File: src/rtl/pdp11_operand_fetch.sv
// Multi-cycle PDP-11 operand fetch covering addressing modes 0-7 over a req/ack read port.
// Optional macro PDP11_ODD_ADDR_TRAP_EN: odd word accesses abort with err instead of clearing lane bits.
module pdp11_operand_fetch #(
  parameter int DATA_W          = 16,
  parameter int ADDR_W          = 16,
  parameter int SP_PC_FULL_STEP = 1
) (
  input  logic              clk,
  input  logic              reset,
  input  logic              start,
  input  logic [2:0]        mode,
  input  logic [2:0]        regnum,
  input  logic              byte_mode,
  output logic [2:0]        reg_raddr,
  input  logic [ADDR_W-1:0] reg_rdata,
  output logic              reg_we,
  output logic [2:0]        reg_waddr,
  output logic [ADDR_W-1:0] reg_wdata,
  output logic              mem_req,
  output logic [ADDR_W-1:0] mem_addr,
  input  logic              mem_ack,
  input  logic [DATA_W-1:0] mem_rdata,
  output logic              busy,
  output logic              done,
  output logic [DATA_W-1:0] operand,
  output logic [ADDR_W-1:0] ea,
  output logic              ea_valid,
  output logic              err
);
  localparam int                WORD_BYTES = DATA_W / 8;
  localparam logic [ADDR_W-1:0] WSTEP      = ADDR_W'(WORD_BYTES);
  localparam logic [ADDR_W-1:0] BSTEP      = ADDR_W'(1);
  localparam logic [ADDR_W-1:0] LANE_MASK  = ADDR_W'(WORD_BYTES - 1);

  typedef enum logic [2:0] {
    S_IDLE,
    S_REG_RD,
    S_IDX_FETCH,
    S_PTR_FETCH,
    S_DATA_FETCH,
    S_DONE
  } state_t;

  state_t              state_q, state_d;
  logic [2:0]          mode_q, mode_d;
  logic [2:0]          regnum_q, regnum_d;
  logic                byte_q, byte_d;
  logic [ADDR_W-1:0]   addr_q, addr_d;
  logic [DATA_W-1:0]   operand_q, operand_d;
  logic [ADDR_W-1:0]   ea_q, ea_d;
  logic                ea_valid_q, ea_valid_d;
  logic                reg_we_q, reg_we_d;
  logic [2:0]          reg_waddr_q, reg_waddr_d;
  logic [ADDR_W-1:0]   reg_wdata_q, reg_wdata_d;
  logic [2:0]          reg_raddr_c;
  logic                mem_req_c;
  logic [ADDR_W-1:0]   mem_addr_c;
`ifdef PDP11_ODD_ADDR_TRAP_EN
  logic                err_q, err_d;
`endif

  // Pointer modes (3, 5) always step a full word; byte SP/PC may be forced to a word step.
  function automatic logic [ADDR_W-1:0] step_of(input logic [2:0] m, input logic [2:0] rn,
                                                input logic b);
    if (!b || m == 3'd3 || m == 3'd5) return WSTEP;
    if (SP_PC_FULL_STEP != 0 && rn >= 3'd6) return WSTEP;
    return BSTEP;
  endfunction

  function automatic logic [ADDR_W-1:0] align(input logic [ADDR_W-1:0] a);
    return a & ~LANE_MASK;
  endfunction

  function automatic logic [DATA_W-1:0] lane_byte(input logic [DATA_W-1:0] w,
                                                  input logic [ADDR_W-1:0] a);
    logic [DATA_W-1:0] sh;
    sh = w >> (32'(a & LANE_MASK) * 8);
    return sh & DATA_W'(8'hFF);
  endfunction

  always_comb begin
    state_d     = state_q;
    mode_d      = mode_q;
    regnum_d    = regnum_q;
    byte_d      = byte_q;
    addr_d      = addr_q;
    operand_d   = operand_q;
    ea_d        = ea_q;
    ea_valid_d  = ea_valid_q;
    reg_we_d    = 1'b0;
    reg_waddr_d = reg_waddr_q;
    reg_wdata_d = reg_wdata_q;
    reg_raddr_c = regnum_q;
    mem_req_c   = 1'b0;
    mem_addr_c  = '0;
`ifdef PDP11_ODD_ADDR_TRAP_EN
    err_d       = err_q;
`endif
    case (state_q)
      S_IDLE: begin
        if (start) begin
          mode_d     = mode;
          regnum_d   = regnum;
          byte_d     = byte_mode;
          operand_d  = '0;
          ea_d       = '0;
          ea_valid_d = 1'b0;
`ifdef PDP11_ODD_ADDR_TRAP_EN
          err_d      = 1'b0;
`endif
          state_d    = S_REG_RD;
        end
      end
      S_REG_RD: begin
        case (mode_q)
          3'd0: begin
            operand_d = DATA_W'(reg_rdata);
            state_d   = S_DONE;
          end
          3'd1: begin
            addr_d  = reg_rdata;
            state_d = S_DATA_FETCH;
          end
          3'd2, 3'd3: begin
            addr_d      = reg_rdata;
            reg_we_d    = 1'b1;
            reg_waddr_d = regnum_q;
            reg_wdata_d = reg_rdata + step_of(mode_q, regnum_q, byte_q);
            state_d     = (mode_q == 3'd3) ? S_PTR_FETCH : S_DATA_FETCH;
          end
          3'd4, 3'd5: begin
            addr_d      = reg_rdata - step_of(mode_q, regnum_q, byte_q);
            reg_we_d    = 1'b1;
            reg_waddr_d = regnum_q;
            reg_wdata_d = reg_rdata - step_of(mode_q, regnum_q, byte_q);
            state_d     = (mode_q == 3'd5) ? S_PTR_FETCH : S_DATA_FETCH;
          end
          default: begin
            addr_d  = reg_rdata;
            state_d = S_IDX_FETCH;
          end
        endcase
      end
      S_IDX_FETCH: begin
        // PC is not written until the index word arrives, so the request address stays stable.
        reg_raddr_c = 3'd7;
        mem_req_c   = 1'b1;
        mem_addr_c  = align(reg_rdata);
        if (mem_ack) begin
          reg_we_d    = 1'b1;
          reg_waddr_d = 3'd7;
          reg_wdata_d = reg_rdata + WSTEP;
          addr_d      = ((regnum_q == 3'd7) ? reg_rdata + WSTEP : addr_q) + ADDR_W'(mem_rdata);
          state_d     = mode_q[0] ? S_PTR_FETCH : S_DATA_FETCH;
        end
      end
      S_PTR_FETCH: begin
`ifdef PDP11_ODD_ADDR_TRAP_EN
        if ((addr_q & LANE_MASK) != '0) begin
          err_d      = 1'b1;
          operand_d  = '0;
          ea_d       = addr_q;
          ea_valid_d = 1'b1;
          state_d    = S_DONE;
        end else
`endif
        begin
          mem_req_c  = 1'b1;
          mem_addr_c = align(addr_q);
          if (mem_ack) begin
            addr_d  = ADDR_W'(mem_rdata);
            state_d = S_DATA_FETCH;
          end
        end
      end
      S_DATA_FETCH: begin
`ifdef PDP11_ODD_ADDR_TRAP_EN
        if (!byte_q && (addr_q & LANE_MASK) != '0) begin
          err_d      = 1'b1;
          operand_d  = '0;
          ea_d       = addr_q;
          ea_valid_d = 1'b1;
          state_d    = S_DONE;
        end else
`endif
        begin
          mem_req_c  = 1'b1;
          mem_addr_c = align(addr_q);
          if (mem_ack) begin
            operand_d  = byte_q ? lane_byte(mem_rdata, addr_q) : mem_rdata;
            ea_d       = addr_q;
            ea_valid_d = 1'b1;
            state_d    = S_DONE;
          end
        end
      end
      S_DONE: state_d = S_IDLE;
      default: state_d = S_IDLE;
    endcase
  end

  // Control and visible results clear on reset; a pending writeback is dropped with it.
  always_ff @(posedge clk) begin
    if (reset) begin
      state_q     <= S_IDLE;
      operand_q   <= '0;
      ea_q        <= '0;
      ea_valid_q  <= 1'b0;
      reg_we_q    <= 1'b0;
      reg_waddr_q <= '0;
      reg_wdata_q <= '0;
`ifdef PDP11_ODD_ADDR_TRAP_EN
      err_q       <= 1'b0;
`endif
    end else begin
      state_q     <= state_d;
      operand_q   <= operand_d;
      ea_q        <= ea_d;
      ea_valid_q  <= ea_valid_d;
      reg_we_q    <= reg_we_d;
      reg_waddr_q <= reg_waddr_d;
      reg_wdata_q <= reg_wdata_d;
`ifdef PDP11_ODD_ADDR_TRAP_EN
      err_q       <= err_d;
`endif
    end
  end

  always_ff @(posedge clk) begin
    mode_q   <= mode_d;
    regnum_q <= regnum_d;
    byte_q   <= byte_d;
    addr_q   <= addr_d;
  end

  assign reg_raddr = reg_raddr_c;
  assign reg_we    = reg_we_q;
  assign reg_waddr = reg_waddr_q;
  assign reg_wdata = reg_wdata_q;
  assign mem_req   = mem_req_c;
  assign mem_addr  = mem_addr_c;
  assign busy      = (state_q != S_IDLE) && (state_q != S_DONE);
  assign done      = (state_q == S_DONE);
  assign operand   = operand_q;
  assign ea        = ea_q;
  assign ea_valid  = ea_valid_q;
`ifdef PDP11_ODD_ADDR_TRAP_EN
  assign err       = err_q;
`else
  assign err       = 1'b0;
`endif

endmodule

File: config.mk
export PLATFORM = sky130hd
export DESIGN_NAME = pdp11_operand_fetch
export DESIGN_NICKNAME = d
export VERILOG_FILES = /design/src/rtl/pdp11_operand_fetch.sv
export SDC_FILE = /design/constraint.sdc
export NUM_CORES = 1
export LEC_CHECK = 0
export CORE_UTILIZATION = 45
export DETAILED_ROUTE_END_ITERATION = 6
export PLACE_DENSITY = 0.72
export SLEW_MARGIN = 5
export SYNTH_ARGS = -nofsm -noshare
export SYNTH_HDL_FRONTEND = slang
export SYNTH_SLANG_ARGS = --single-unit
File: constraint.sdc
create_clock -name clk -period 9 [get_ports clk]
set_input_delay 1.8 -clock clk [delete_from_list [all_inputs] [get_ports clk]]
set_output_delay 1.8 -clock clk [all_outputs]
set_load 0.02 [all_outputs]
**Word-level counts from Yosys, hierarchy flattened**

Cells that the tools add are included.

- Logic and storage cells: 118
- Bits in registers: 79
- Output and inout bits: 76
- Input port bits: 43

- Equal/unequal tests: 20
- Add/sub/neg operators: 4
- Order comparisons: 1
- Shift operators: 1
- Multiplexer cells: 58
- Reductions and logical operators: 23

Operators by type and width:

| kind | count |
|---|---|
| $mux 16 | 19 |
| $pmux 16 s2 | 5 |
| $pmux 16 s3 | 2 |
| $add 16x16->16 | 2 |
| $mux 3 | 10 |
| $mux 1 | 17 |
| $add 16x2->16 const B | 1 |
| $shr 16x4->8 | 1 |
| $sub 16x16->16 | 1 |
| $eq 3x3->1 const B | 5 |
| $pmux 3 s5 | 1 |
| $eq 3x2->1 const B | 4 |
| $ne 2x2->1 const B | 6 |
| $pmux 3 s4 | 1 |
| $reduce_and 4->1 | 3 |
| $reduce_and 3->1 | 3 |
| $reduce_bool 3->1 | 3 |
| $eq 3x1->1 const B | 2 |
| $logic_not 3->1 | 2 |
| $pmux 3 s2 | 1 |
| $reduce_or 2->1 | 3 |
| $pmux 1 s2 | 2 |
| $reduce_bool 2->1 | 2 |
| $reduce_or 4->1 | 1 |
| other kinds (9) | 10 |

**Depth between registers and ports, before layout**

Gate-level depths: netlist (run 1).

- Depth in word-level cells: 16
- Depth in mapped cells: 16
- Depth with buffers taken out: 14

**Worst setup path before layout (run 1)**

Ideal clock, no wire load.

- Kind: input to register
- From: input reg_rdata[4]
- To: register addr_q[15] (data pin)
- Path slack: 4.033 ns
- Library setup time: 0.259 ns
- Arrival: 4.708 ns
- Path buffers: 2
- Data required time: 8.741 ns
- Stages on the path: 16
- Cells stage by stage: clkbuf_1 > and3_1 > clkbuf_1 > and3_1 > nand3_1 > xor2_1 > o21ai_0 > ha_1 > a21oi_1 > o21ai_0 > or3_1 > o211ai_1 > a31oi_1 > xor2_1 > nor3b_1 > o31a_1

- Cells in the longest elaborated chain, start to end: 5
- Elaborated cells between the ends (all ways): 7
- Classes of those cells: 3 x add/sub; 4 x mux

Ends and longest elaborated chain:

| what | RTL line | RTL |
|---|---|---|
| start: declaration | 15 | `input logic [ADDR_W-1:0] reg_rdata,` |
| $add 16x2->16 | 153 | `addr_d = ((regnum_q == 3'd7) ? reg_rdata + WSTEP : addr_q) + ADDR_W'(mem_rdata);` |
| $mux 16 | 153 |  |
| $add 16x16->16 | 153 |  |
| $mux 16 | 149 | `if (mem_ack) begin` |
| $pmux 16 s3 * | 99 | `case (state_q)` |
| named net addr_d[15] | 48 | `logic [ADDR_W-1:0] addr_q, addr_d;` |
| end signal: assignment | 233 | `addr_q <= addr_d;` |
| end: declaration | 48 |  |

The timed path passes the listed nets; every way through them passes the cells marked *. The select of a mux whose other input is x is not followed.
A chain may end at the register's enable or synchronous reset.

**Final worst setup path (run 1)**

- From: input reg_rdata[5]
- To: register addr_q[15] (data pin)

The elaborated chain is that of the path after synthesis.

==> impl_metrics.json, run 1 <==
{
  "outcome": "complete, no violations",
  "pin_count": 119,
  "num_vias": 5650,
  "worstSkewPairLatency_ps": 350,
  "core_area_mm2": 0.0120,
  "muxShareOfSynthArea_pct": 1.13,
  "grt_pass1_wl_um": 29400,
  "synthTopCellsByCount": "95 x nor2_1, 79 x nand2_1, 60 x a21oi_1",
  "nFillCells": 1162,
  "die-area_mm2": 0.0127,
  "synth_xor_area_share_pct": 8.40,
  "cts.sinks": 79,
  "drive_gt1_share_pct": 4.56,
  "synthSimpleGateAreaFrac_pct": 21.5,
  "worstPathArrival_ps": 5590,
  "first_pass_iters": 6,
  "cts_hold_buf": 0,
  "synthDistinctLibCells": 58,
  "cts_root_buffer": "clkbuf_16",
  "grt_overflow": 0,
  "pwr-share-seq_pct": 32.5,
  "p_clk_share_pct": 26.9,
  "netlist_area_mm2": 0.00553,
  "place_hpwl_um": 13900,
  "worst_pin_slew_ps": 1230,
  "period_minus_slack_ps": 5490,
  "grtUsageTotal_pct": 30.2,
  "postSynthCellCount": 702,
  "p_sw_uw": 554,
  "irDropWorstVdd_uv": 87.0,
  "rsz0062_at_grt": "false",
  "setup_tns_ps": 0,
  "cts-htree-levels": 3,
  "dpl_cell_area_mm2": 0.00673,
  "antenna_found_initial": 0,
  "switching_share_pct": 38.3,
  "wl_per_cell_um": 20.2,
  "slew_viol_final": 0,
  "whs_path_depth": 2,
  "route.detailed.drc": 0,
  "cp-end-kind": "flop",
  "combPwrFrac_pct": 40.6,
  "crit_fanout": 13,
  "vias_per_cell": 6.04,
  "start_util_pct": 46.0,
  "fin_crit_sh_pct": 61.0,
  "tritoncts": "done",
  "synth_edf_count": 23,
  "synth_top_family_by_area": "compound AO/OA/AOI/OAI gates",
  "power_density_mw_per_mm2": 206,
  "relSlewSlack_pct": 17.9,
  "drt_iter0_drc": 488,
  "cp_data_required_time_ps": 9110,
  "max_freq_mhz": 182,
  "ys_seq_area_share_pct": 32.8,
  "grt_pass1_vias": 5370,
  "hold_viol": 0,
  "io_buffer_count": 116,
  "yosys_warnings": 0,
  "setup_viol": 0,
  "yosysTopAreaCellShare_pct": 20.3,
  "synthTopCellsByArea": "dfxtp_1 20%, edfxtp_1 12%, nor2_1 6.5%",
  "cp-start-kind": "primary input",
  "fin_area_mm2": 0.00704,
  "yosysMostFrequentCell": "nor2_1",
  "cts_buffers": 9,
  "power.leakage_nw": 2.58,
  "async_flop_share_pct": 0,
  "post-cts-setup-buffer-count": 0,
  "synth-seq-cells": 79,
  "die_h_um": 113,
  "cap_viol_max_count": 0,
  "ant_nets": 0,
  "fin_skew_ps": 5.77,
  "synth_compound_area_share_pct": 24.0,
  "fin_nets": 857,
  "die_width_um": 113,
  "hold_class": "flop to flop",
  "num_antenna_cells": 0,
  "area_growth_pct": 27.4,
  "cts_buffer_depth": 2,
  "ctsResizeCount": 0,
  "reg2reg_slack_ps": 5240,
  "synth-main-ff-cell": "dfxtp_1",
  "fp-row-count": 40,
  "place_congestion": 0.983,
  "grt_max_degree": 57,
  "clk_pin_slew_ps": 60,
  "r2r_cells": 12,
  "avgSynthCellArea_um2": 7.87,
  "criticalPathCategory": "primary input to flop",
  "synth.largest_area_cell": "dfxtp_1",
  "totalWireLength_um": 18900,
  "synth_fa_ha_area_share_pct": 7.20,
  "internal_power_uw": 894
}
power by group through the flow:
stage                     Sequential, mW  Clock (mW)  Combinational [mW]
after global routing               0.476       0.404               0.637
after detailed placement           0.477           0               0.579
after CTS                          0.470       0.389               0.582
after global placement             0.474           0               0.570
final                              0.470       0.389               0.588
after floorplan                    0.498           0               0.340
logic make-up (layout without fill, tap and decap cells):
group / after synthesis / in the layout
AOI/OAI and AO/OA: 206 / 206
xor gates and xnor gates: 53 / 53
adders and majority gates: 30 / 30
buffers and inverters: 68 / 154
DFF: 79 / 79
muxes: 6 / 6
other: 1 / 2
and+or+nand+nor: 259 / 259
critical path, stage by stage:
cell and delay, ps:
clkdlybuf4s50_1 820, and3_1 350, and3_1 260, nand3_1 110, xor2_1 170, o21ai_0 220, ha_1 330, a21oi_1 140
o21ai_0 110, or3_1 340, o211ai_1 230, a31oi_1 130, xor2_1 180, a21boi_0 100, o31a_1 290
area by class of cell:
class                      count  area, um^2  share of cell area [%]
clock buffer                  13         293                    4.16
multi-input combinational    556        3450                    49.0
tap                          147         184                    2.61
timing repair buffer         127        1240                    17.6
clock inverter                 3        20.0                   0.284
sequential                    79        1810                    25.7
inverter                      11        41.3                   0.586
layer usage:
metal,routed length (um),global-route usage (%),up-vias
met5,0,0,-
met4,505,13.0,0
met3,1370,3.75,37
met2,8660,47.8,275
met1,8380,41.4,2676
li1,-,-,2662
cells in the final DEF (no fill, tap or decap), drive strengths merged, types with 5 or more instances in the layout:
cell type        n
a21oi           60
and2             5
a211oi          29
a22oi           24
nand3           17
ha              27
nand2           79
edfxtp          23
inv             12
clkdlybuf4s50  115
nand2b          10
xor2            27
a31oi            9
nor2            95
o211ai           8
a22o            16
xnor2           26
nor2b           10
dfxtp           56
o21ai           39
and3             7
buf             12
nor3            15
clkbuf          13
worst paths after layout:
kind | startpoint | to
setup / recovery | reg_rdata[5] | addr_q[15]
hold / removal | reg_wdata[5] | reg_wdata[5]
setup reg to reg | regnum_q[1] | addr_q[12]
hold reg to reg | reg_wdata[5] | reg_wdata[5]
through the flow:
step | utilization, % | hold WS (ps) | cells | power [mW] | setup slack (ps)
after global placement | 56.0 | 444 | 920 | 1.04 | 3310
final | 58.6 | 461 | 936 | 1.45 | 3510
after global routing | 58.6 | 484 | 936 | 1.52 | 3220
after floorplan | - | 519 | 703 | 0.838 | 4030
after CTS | 58.6 | 463 | 936 | 1.44 | 3530
after detailed placement | 56.0 | 455 | 920 | 1.06 | 3190
state kept, by name, summed over array words and instances (netlist names):
| register | flops |
|---|---|
| operand | 16 |
| ea_valid | 1 |
| addr_q | 16 |
| ea | 16 |
| mode_q | 3 |
| reg_waddr | 3 |
| state_q | 3 |
| reg_wdata | 16 |
| byte_q | 1 |
| regnum_q | 3 |
| reg_we | 1 |
No activity file was read; power rests on OpenSTA's default activity.
==> run 2: changes to the inputs <==
clock period = 5.7 ns   (was 9 ns; I/O delays follow)
==> impl_metrics.json, run 2 (synthesis results as in run 1) <==
{
  "outcome": "complete, no violations",
  "cts_root_buffer": "clkbuf_16",
  "rsz0062_at_grt": "false",
  "grt_pass1_vias": 5165,
  "cts.sinks": 79,
  "route.detailed.drc": 0,
  "num_antenna_cells": 0,
  "crit_fanout": 5,
  "power.leakage_nw": 2.62,
  "first_pass_iters": 5,
  "die-area_mm2": 0.0127,
  "fp-row-count": 40,
  "drt_iter0_drc": 584,
  "setup_viol": 0,
  "vias_per_cell": 6.07,
  "pin_count": 119,
  "hold_viol": 0,
  "die_h_um": 113,
  "clk_pin_slew_ps": 70,
  "cts-htree-levels": 3,
  "cts_buffers": 9,
  "antenna_found_initial": 0,
  "r2r_start": "regnum_q[1]",
  "hold_end": "reg_wdata[0]",
  "die_width_um": 113,
  "fin_skew_ps": 6.05,
  "core_area_mm2": 0.0120,
  "num_vias": 5745,
  "ctsResizeCount": 0,
  "grt_overflow": 0,
  "io_buffer_count": 116,
  "drive_gt1_share_pct": 6.00,
  "cp-start-kind": "primary input",
  "criticalPathCategory": "primary input to flop",
  "worst_pin_slew_ps": 1310,
  "grt_pass1_wl_um": 29000,
  "met1_length_um": 8320,
  "r2r_cells": 15,
  "grt_max_degree": 57,
  "irDropWorstVdd_uv": 183,
  "period_minus_slack_ps": 4510,
  "pre_cts_slack_ps": 958,
  "r2r_end": "addr_q[14]",
  "reg2reg_slack_ps": 1420,
  "area_growth_pct": 28.4,
  "whs_path_depth": 2,
  "place_congestion": 1.02,
  "top_layer": "met4",
  "worstPathArrival_ps": 4620,
  "cts_buffer_depth": 2,
  "dp.cells": 931,
  "fin_crit_sh_pct": 79.1,
  "cp-end-kind": "flop",
  "cts_hold_buf": 0,
  "tritoncts": "done",
  "met3_wirelength_um": 1580,
  "fin_cells": 947,
  "setup_tns_ps": 0,
  "power_density_mw_per_mm2": 317,
  "setup_ws_ps": 1190,
  "totalWireLength_um": 19000,
  "cp_data_required_time_ps": 5810,
  "ant_nets": 0,
  "grtUsageTotal_pct": 30.1,
  "relSlewSlack_pct": 12.2,
  "slew_viol_final": 0,
  "hold_class": "flop to flop",
  "place_hpwl_um": 14000,
  "final_cell_mix": "115 x clkdlybuf4s50_1, 94 x nor2_1, 79 x nand2_1",
  "min_from": "reg_wdata[0]",
  "worstSkewPairLatency_ps": 350,
  "final_core_util_pct": 59.1,
  "wl_per_cell_um": 20.1,
  "wl_met2_um": 8590,
  "fin_nets": 868,
  "power_mw": 2.25,
  "layout_commonest_cell": "clkdlybuf4s50_1",
  "cap_viol_max_count": 0,
  "post-cts-setup-buffer-count": 0,
  "start_util_pct": 46.0,
  "max_freq_mhz": 222
}
-- run 2: cell count changes in the layout (fill, tap and decap cells not counted) --
cell	delta
buf_4	+11
clkbuf_16	-2
inv_6	+2
inv_8	+2
clkbuf_1	-1
clkbuf_8	-1
clkinv_4	+1
inv_4	-1
-- run 2: layout make-up --
| cell class | instances | area, um^2 |
|---|---|---|
| multi-input combinational | 556 | 3450 |
| fill | 1115 | 4910 |
| sequential | 79 | 1810 |
| inverter | 11 | 41.3 |
| clock buffer | 9 | 225 |
| timing repair buffer | 138 | 1320 |
| tap | 147 | 184 |
| clock inverter | 7 | 62.6 |
-- run 2: where the power goes --
part / switching (mW) / total (mW) / internal (mW)
clock network: 0.267 / 0.573 / 0.306
logic: 0.540 / 0.923 / 0.383
registers: 0.0828 / 0.755 / 0.672
total: 0.890 / 2.25 / 1.36
-- run 2: metal layers --
layer	vias to the layer above	global-route usage, %
met1	2703	42.3
met3	39	5.09
met2	312	45.9
met4	0	12.2
met5	-	0
li1	2691	-
-- run 2: through the flow --
stage / instance area, um^2 / hold slack (ps)
6_report: 7100 / 455
5_1_grt: 7100 / 485
4_1_cts: 7100 / 458
3_5_place_dp: 6810 / 451
3_3_place_gp: 6810 / 443
2_1_floorplan: 5530 / 519
-- run 2: worst max path at each step --
stage	startpoint	endpoint	slack (ps)	cells after the start
floorplan	reg_rdata[4]	addr_q[15]	1390	16
global placement	reg_rdata[1]	addr_q[15]	1010	15
detailed placement	reg_rdata[3]	addr_q[15]	960	15
CTS	reg_rdata[3]	addr_q[15]	1310	15
global route	reg_rdata[5]	addr_q[15]	1000	15
finish	reg_rdata[1]	addr_q[15]	1190	15
-- run 2: critical path: stages --
cell and delay [ps]:
clkdlybuf4s50_1 500, ha_1 260, and4_1 270, nand2_1 80
xor2_1 140, o21ai_0 350, ha_1 350, nand2_1 70
o21ai_0 120, or3_1 340, o211ai_1 240, a31oi_1 140
xor2_1 190, nor3b_1 150, o31a_1 270
==> run 3: changes to the inputs <==
PLACE_DENSITY = 0.75   (was 0.72)
clock period = 3.77 ns   (was 5.7 ns; I/O delays follow)
==> impl_metrics.json, run 3 (synthesis results as in run 1) <==
{
  "drt_iter0_drc": 602,
  "layout_commonest_cell": "clkdlybuf4s50_1",
  "r2r_start": "mode_q[2]",
  "drive_gt1_share_pct": 16.3,
  "worstSkewPairLatency_ps": 350,
  "place_congestion": 0.976,
  "grt_overflow": 0,
  "grt_pass1_vias": 5603,
  "cts_root_buffer": "clkbuf_16",
  "setup_ws_ps": 184,
  "cts-htree-levels": 3,
  "reg2reg_slack_ps": 230,
  "clk_pin_slew_ps": 70,
  "place_hpwl_um": 16000,
  "fp-row-count": 40,
  "core_area_mm2": 0.0120,
  "num_vias": 6065,
  "pre_cts_slack_ps": -456,
  "power_mw": 3.61,
  "fin_crit_sh_pct": 95.1,
  "outcome": "complete, no violations",
  "r2r_cells": 14,
  "cap_viol_max_count": 0,
  "tritoncts": "done",
  "fin_nets": 952,
  "cp_data_required_time_ps": 3870,
  "irDropWorstVdd_uv": 309,
  "period_minus_slack_ps": 3590,
  "start_util_pct": 46.0,
  "vias_per_cell": 5.88,
  "fin_area_mm2": 0.00781,
  "power.leakage_nw": 3.08,
  "crit_chain": "clkdlybuf4s50_1 -> buf_4 -> buf_4 -> xnor2_1 -> o21ai_1 -> ha_1 -> a21oi_2 -> o21ai_1 -> or3_1 -> o211ai_1 -> a31oi_1 -> xor2_1 -> nor3b_1 -> o31a_1",
  "slowest_delay_ps": 450,
  "wl_per_cell_um": 20.3,
  "die_h_um": 113,
  "ant_nets": 0,
  "crit_fanout": 5,
  "relSlewSlack_pct": 28.8,
  "num_antenna_cells": 0,
  "worst_pin_slew_ps": 1070,
  "cp-start-kind": "primary input",
  "cp-end-kind": "flop",
  "final_cell_mix": "110 x clkdlybuf4s50_1, 104 x buf_4, 94 x nor2_1",
  "criticalPathCategory": "primary input to flop",
  "hold_class": "flop to flop",
  "whs_ps": 459,
  "max_freq_mhz": 279,
  "hold_viol": 0,
  "cts_buffer_depth": 2,
  "area_growth_pct": 41.2,
  "cts.sinks": 79,
  "dpl_cell_area_mm2": 0.00740,
  "io_buffer_count": 116,
  "grtUsageTotal_pct": 32.9,
  "fin_skew_ps": 7.81,
  "power_density_mw_per_mm2": 463,
  "hold_end": "reg_wdata[5]",
  "whs_path_depth": 2,
  "route.detailed.drc": 0,
  "die-area_mm2": 0.0127,
  "grt_pass1_wl_um": 31400,
  "slowest_stage": "clkdlybuf4s50_1",
  "grt_max_degree": 57,
  "cts_hold_buf": 0,
  "worstPathArrival_ps": 3690,
  "antenna_found_initial": 0,
  "min_from": "reg_wdata[5]",
  "pin_count": 119,
  "die_width_um": 113,
  "slew_viol_final": 0,
  "final_core_util_pct": 65.0,
  "rsz0062_at_grt": "false",
  "first_pass_iters": 5,
  "r2r_end": "reg_wdata[10]",
  "totalWireLength_um": 20900,
  "cts_buffers": 9,
  "setup_viol": 0
}
[run 3: power breakdown]
part	internal [mW]	switching (mW)	total (mW)
combinational	0.713	0.921	1.63
clock	0.476	0.391	0.867
sequential	1.02	0.0948	1.11
[run 3: layout make-up]
cell class | instances | area (um^2)
Sequential cell | 79 | 1810
Clock buffer | 10 | 239
Inverter | 11 | 41.3
Timing Repair Buffer | 222 | 1970
Fill cell | 1063 | 4210
Multi-Input combinational cell | 556 | 3510
Clock inverter | 6 | 50.0
Tap cell | 147 | 184
[run 3: routing by layer]
layer	vias to the layer above	routed length (um)	GRT usage, %
met2	320	9310	50.8
met5	-	0	0
met4	0	704	14.9
met3	44	1640	4.34
li1	2857	-	-
met1	2844	9230	45.9
[run 3: worst max path at each step]
stage          cells after the start    startpoint  slack (ps)         end
6_report                          14  reg_rdata[6]         180  addr_q[15]
3_5_place_dp                      15  reg_rdata[1]        -460  addr_q[15]
4_1_cts                           15  reg_rdata[1]           1  addr_q[15]
5_1_grt                           16  reg_rdata[0]          20  addr_q[14]
3_3_place_gp                      15  reg_rdata[2]        -400  addr_q[15]
2_1_floorplan                     16  reg_rdata[4]          30  addr_q[15]
[run 3: what timing repair did]
action                                  4_1_cts  5_1_grt
gates resized for setup                       8       23
buffers inserted                              0        6
pin swaps                                     0        8
endpoints found under the setup margin        3        8
[run 3: through the flow]
| step | setup TNS, ps | std cells |
|---|---|---|
| 6_report | 0 | 1031 |
| 2_1_floorplan | 0 | 703 |
| 3_5_place_dp | -2430 | 1009 |
| 4_1_cts | 0 | 1025 |
| 3_3_place_gp | -1820 | 1009 |
| 5_1_grt | 0 | 1031 |
[run 3: critical path: cells and delay by family]
family,cells,cell delay [ps]
AND/OR/NAND/NOR,2,530
XOR/XNOR,2,330
adder cells (fa/ha/maj),1,340
buffers and inverters,3,780
AO/OA/AOI/OAI,6,950
